**config.mk**
```make
export PLATFORM = sky130hd
export DESIGN_NAME = calc_cmd_sequencer
export DESIGN_NICKNAME = d
export VERILOG_FILES = /design/src/rtl/calc_pkg.sv /design/src/rtl/calc_cmd_sequencer.sv
export SDC_FILE = /design/constraint.sdc
export NUM_CORES = 1
export LEC_CHECK = 0
export BUFFER_PORTS_ARGS = -buffer_cell sky130_fd_sc_hd__buf_4
export CAP_MARGIN = 20
export CORE_MARGIN = 2
export CORE_UTILIZATION = 50
export DETAILED_ROUTE_END_ITERATION = 12
export PLACE_DENSITY = 0.89
export SLEW_MARGIN = 25
export SYNTH_ARGS = -nofsm -noshare
export SYNTH_HDL_FRONTEND = slang
export SYNTH_SLANG_ARGS = --single-unit
export TNS_END_PERCENT = 5
```
**constraint.sdc**
```tcl
create_clock -name clk -period 3.9 [get_ports clk]
set_input_delay 0.78 -clock clk [delete_from_list [all_inputs] [get_ports clk]]
set_output_delay 0.78 -clock clk [all_outputs]
set_load 0.01 [all_outputs]
```
**src/rtl/calc_pkg.sv**
```systemverilog
// rtl/calc_pkg.sv - shared state encoding and constants for the calculator command front-end
package calc_pkg;

    typedef enum logic [2:0] {
        S_OP  = 3'd0,
        S_A   = 3'd1,
        S_B   = 3'd2,
        S_EX1 = 3'd3,
        S_EX2 = 3'd4,
        S_CAP = 3'd5,
        S_TXR = 3'd6,
        S_TXC = 3'd7
    } calc_state_t;

    localparam logic [7:0] ERR_BYTE          = 8'hEE;
    localparam int         CALC_PIPE_ENABLES = 2;

    // Opcodes understood by the attached ALU
    localparam logic [4:0] OP_ADD = 5'd0;
    localparam logic [4:0] OP_SUB = 5'd1;
    localparam logic [4:0] OP_AND = 5'd2;
    localparam logic [4:0] OP_OR  = 5'd3;
    localparam logic [4:0] OP_XOR = 5'd4;
    localparam logic [4:0] OP_NOT = 5'd5;
    localparam logic [4:0] OP_SHL = 5'd6;
    localparam logic [4:0] OP_SHR = 5'd7;

endpackage

```
**src/rtl/calc_cmd_sequencer.sv**
```systemverilog
// rtl/calc_cmd_sequencer.sv - byte-stream command sequencer driving the registered calculator
// Optional opcode range check enabled by defining CALC_OPCHECK_EN.
module calc_cmd_sequencer
    import calc_pkg::*;
#(
    parameter int         WORD_LENGTH = 6,
    parameter logic [4:0] MAX_OPCODE  = 5'd15
) (
    input  logic                   clk,
    input  logic                   reset,
    input  logic                   reset_sync,
    input  logic [7:0]             rx_data,
    input  logic                   rx_valid,
    output logic                   rx_ready,
    output logic [4:0]             calc_control,
    output logic [WORD_LENGTH-1:0] calc_dataA,
    output logic [WORD_LENGTH-1:0] calc_dataB,
    output logic                   calc_enable,
    input  logic [WORD_LENGTH-1:0] calc_result,
    input  logic [WORD_LENGTH-1:0] calc_carry,
    output logic [7:0]             tx_data,
    output logic                   tx_valid,
    input  logic                   tx_ready,
    output logic                   busy
);

`ifdef CALC_OPCHECK_EN
    localparam bit OPCHECK_ON = 1'b1;
`else
    localparam bit OPCHECK_ON = 1'b0;
`endif

    calc_state_t            state_q, state_d;
    logic [4:0]             ctrl_q;
    logic [WORD_LENGTH-1:0] a_q, b_q, res_q, carry_q;
    logic                   op_ld, a_ld, b_ld, cap;
    logic                   opcode_bad;
    logic                   rx_unused_bits;

    // Opcode bits above [4:0] and operand bits above WORD_LENGTH are dropped by design
    assign rx_unused_bits = &{1'b0, rx_data};

    assign opcode_bad = OPCHECK_ON && (ctrl_q > MAX_OPCODE);

    always_ff @(posedge clk or negedge reset) begin
        if (!reset) begin
            state_q <= S_OP;
            ctrl_q  <= '0;
            a_q     <= '0;
            b_q     <= '0;
            res_q   <= '0;
            carry_q <= '0;
        end else if (reset_sync) begin
            state_q <= S_OP;
            ctrl_q  <= '0;
            a_q     <= '0;
            b_q     <= '0;
            res_q   <= '0;
            carry_q <= '0;
        end else begin
            state_q <= state_d;
            if (op_ld) ctrl_q <= rx_data[4:0];
            if (a_ld)  a_q    <= rx_data[WORD_LENGTH-1:0];
            if (b_ld)  b_q    <= rx_data[WORD_LENGTH-1:0];
            if (cap) begin
                res_q   <= calc_result;
                carry_q <= calc_carry;
            end
        end
    end

    always_comb begin
        state_d     = state_q;
        rx_ready    = 1'b0;
        calc_enable = 1'b0;
        tx_valid    = 1'b0;
        tx_data     = 8'h00;
        op_ld       = 1'b0;
        a_ld        = 1'b0;
        b_ld        = 1'b0;
        cap         = 1'b0;
        case (state_q)
            S_OP: begin
                rx_ready = 1'b1;
                if (rx_valid) begin
                    op_ld   = 1'b1;
                    state_d = S_A;
                end
            end
            S_A: begin
                rx_ready = 1'b1;
                if (rx_valid) begin
                    a_ld    = 1'b1;
                    state_d = S_B;
                end
            end
            S_B: begin
                rx_ready = 1'b1;
                if (rx_valid) begin
                    b_ld    = 1'b1;
                    // An out-of-range opcode bypasses the calculator entirely
                    state_d = opcode_bad ? S_TXR : S_EX1;
                end
            end
            S_EX1: begin
                calc_enable = 1'b1;
                state_d     = S_EX2;
            end
            S_EX2: begin
                calc_enable = 1'b1;
                state_d     = S_CAP;
            end
            S_CAP: begin
                cap     = 1'b1;
                state_d = S_TXR;
            end
            S_TXR: begin
                tx_valid = 1'b1;
                tx_data  = opcode_bad ? ERR_BYTE : 8'(res_q);
                if (tx_ready) state_d = S_TXC;
            end
            S_TXC: begin
                tx_valid = 1'b1;
                tx_data  = opcode_bad ? ERR_BYTE : 8'(carry_q);
                if (tx_ready) state_d = S_OP;
            end
            default: state_d = S_OP;
        endcase
    end

    assign calc_control = ctrl_q;
    assign calc_dataA   = a_q;
    assign calc_dataB   = b_q;
    assign busy         = (state_q != S_OP);

endmodule

```
==> results.yml <==
outcome:
  status: "complete, no violations"
place:
  gp_congestion: 0.8392
  place_area_um2: 1863
  place_ws_ps: 1793
  place.detailed.hpwl_um: 2122
  portBuffers: 49
clocking:
  cts_sinks: 32
  cts_buffer_depth: 2
  post_cts_resized: 0
  clock_latency_ps: 330
  cts_buffers: 5
  clock_tree.root_cell: "clkbuf_4"
  path_clk_slew_ps: 90
  post_cts_buffers: 0
  cts_tree: "built"
  holdBufCountCts: 0
  h-tree-depth: 2
sta:
  min_period_over_period_pct: 60.40
  worst_clock_skew_ps: 6.729
  finalWorstSetupSlack_ps: 1544
  slew_headroom_pct: 56.32
  setup_viol: 0
  max_freq_mhz: 424.5
  slew_viol_final: 0
  tightestPinTransition_ps: 650.3
  rsz0062_at_grt: "false"
  fin_crit_ps: 2356
  tns_ps: 0
  final-hold-violation-count: 0
routing:
  drc: 0
  firstDrtPassIters: 4
  drtIter0Drc: 32
  final_antenna_net_count: 0
  avgViaCountPerCell: 5.515
  drt-total-wl_um: 2903
  vias: 1114
  routedWlPerCell_um: 14.37
finish:
  fin_nets: 196
  fin_area_um2: 1934
  areaGrowthSynthToFinish_pct: 27.45
  antenna_cells: 0
  drive_gt1_share_pct: 43.86
power_and_ir_drop:
  ir_drop_mv: 0.2284
  p_seq_share_pct: 52.8
  p_clk_share_pct: 29.2
  switchingPower_uw: 182.6
  switching_share_pct: 25.94
  power.leakage_nw: 0.9436
  p_comb_share_pct: 18.0
  p_int_uw: 521.2
  powerDensity_nw_per_um2: 363.8
critical_path:
  worstRegToRegCells: 3
  path_depth: 3
  critPathBufInv: 1
  end_kind: "output port"
  criticalPathCategory: "reg -> out"
  start_kind: "flip-flop"
  crit_fanout: 13
  crit_path_start: "state_q[1]"
  r2r-end: "carry_q[3]"
  crit_required_ps: 3120
  crit_path_end: "tx_data[4]"
  critPathMaxStageDelay_ps: 620
  arrival_ps: 1580
  r2r_start: "state_q[0]"
  r2r_slack_ps: 2110
  worstPathCellList: "nand2_1 > nor2_1 > buf_4"
  slowest_stage: "dfrtp_1"
  cp_top_family: "flip-flops"
logic_synthesis:
  ys_types: 28
  yosysSeqAreaShare_pct: 52.76
  synth_edf_count: 0
  ys.warnings.count: 0
  synth_cells: 124
  async_flop_share_pct: 100.0
  yosysTopAreaCell: "dfrtp_1"
  synth.avg_cell_area_um2: 12.24
  yosys-top-cells-area: "dfrtp_1 53%, mux2_2 8.2%, mux2i_1 7.9%"
  synth_top_area_share_pct: 52.76
  synth_area_um2: 1518
  ys_ff_latch: 32
  synth_top_flop_cell: "dfrtp_1"
global_routing:
  grt_pass1_vias: 1080
  gr-total-overflow: 0
  grt_start_max_net_pins: 33
  grt.total_usage_pct: 18.94
  grt_antenna_before_repair: 0
  grt_pass1_wl_um: 4774
floorplanning:
  chipWidth_um: 59.10
  start_util_pct: 53.65
  core-area_um2: 2829
  fp-row-count: 19
  die_area_um2: 3492
  die_y_um: 59.10
  io_pins: 54
hold_path:
  hold_class: "in -> async"
run:
  cap_violations: 0
## through the flow
| stage | util [%] | power [mW] | instances | hold WS (ps) |
|---|---|---|---|---|
| 2_1_floorplan | - | 0.4462 | 125 | 472.2 |
| 3_3_place_gp | 65.86 | 0.5024 | 195 | 487.9 |
| 3_5_place_dp | 65.86 | 0.5066 | 195 | 495.6 |
| 4_1_cts | 68.16 | 0.7149 | 202 | 361.7 |
| 5_1_grt | 68.38 | 0.7466 | 202 | 366.2 |
| 6_report | 68.38 | 0.7038 | 202 | 373.3 |
## worst min path at each step
stage / endpoint / slack (ps) / cells after the start
6_report: calc_control[3] / 370 / 1
3_5_place_dp: calc_dataB[5] / 500 / 1
2_1_floorplan: res_q[0] / 470 / 1
3_3_place_gp: res_q[4] / 490 / 1
5_1_grt: res_q[1] / 370 / 1
4_1_cts: state_q[2] / 360 / 1
## routing by layer
layer | wire length [µm] | part of all wire, % | global-route usage [%]
met1 | 1286 | 44 | 22.01
met2 | 1325 | 46 | 31.11
met3 | 243 | 8.4 | 6.987
met4 | 48 | 1.7 | 8.766
met5 | 0 | 0 | 0
## kinds of logic after synthesis
group,after synthesis,share of synthesized area (%)
AOI/OAI and AO/OA,24,14.18
other,1,0.2471
and+or+nand+nor,30,11.46
buffers and inverters,14,5.276
DFF,32,52.76
muxes,23,16.08
## sequential cells by signal, summed over array words and instances, names as in the netlist
signal        flops
calc_dataA        6
res_q             6
carry_q           6
state_q           3
calc_dataB        6
calc_control      5
## cell usage in the layout, fill, tap and decap left out, types with 2 or more instances in the layout
cell	Yosys	layout
inv_1	2	2
inv_2	2	2
dfrtp_1	32	32
clkbuf_8	0	2
nor2b_1	7	7
conb_1	1	2
mux2_2	11	11
a22o_1	12	12
nor2_1	14	14
a31oi_4	2	2
buf_4	6	49
o21ai_0	2	2
clkbuf_4	0	5
a21oi_1	2	2
mux2i_1	12	12
nand3_1	2	2
## synthesized netlist by cell type (2+ instances only)
| master | number |
|---|---|
| nor2b_1 | 7 |
| a21oi_1 | 2 |
| a22o_1 | 12 |
| mux2_2 | 11 |
| inv_2 | 2 |
| o21ai_0 | 2 |
| buf_4 | 6 |
| a31oi_4 | 2 |
| dfrtp_1 | 32 |
| nor2_1 | 14 |
| buf_2 | 4 |
| nand3_1 | 2 |
| mux2i_1 | 12 |
| inv_1 | 2 |
## area by class of cell
class,instances,area [µm²]
inverter,4,15.01
clock buffer,7,65.06
fill,224,894.6
tap,31,38.79
multi-input combinational,79,646.9
timing repair buffer,49,367.9
sequential,32,800.8
## power groups by stage
| stage | logic [mW] | clock network, mW | registers (mW) |
|---|---|---|---|
| finish | 0.127 | 0.205 | 0.372 |
| global route | 0.138 | 0.234 | 0.375 |
| CTS | 0.129 | 0.215 | 0.371 |
| detailed placement | 0.129 | 0 | 0.378 |
| global placement | 0.126 | 0 | 0.377 |
| floorplan | 0.0709 | 0 | 0.375 |
Note: power is estimated with default switching activity, not from simulation.
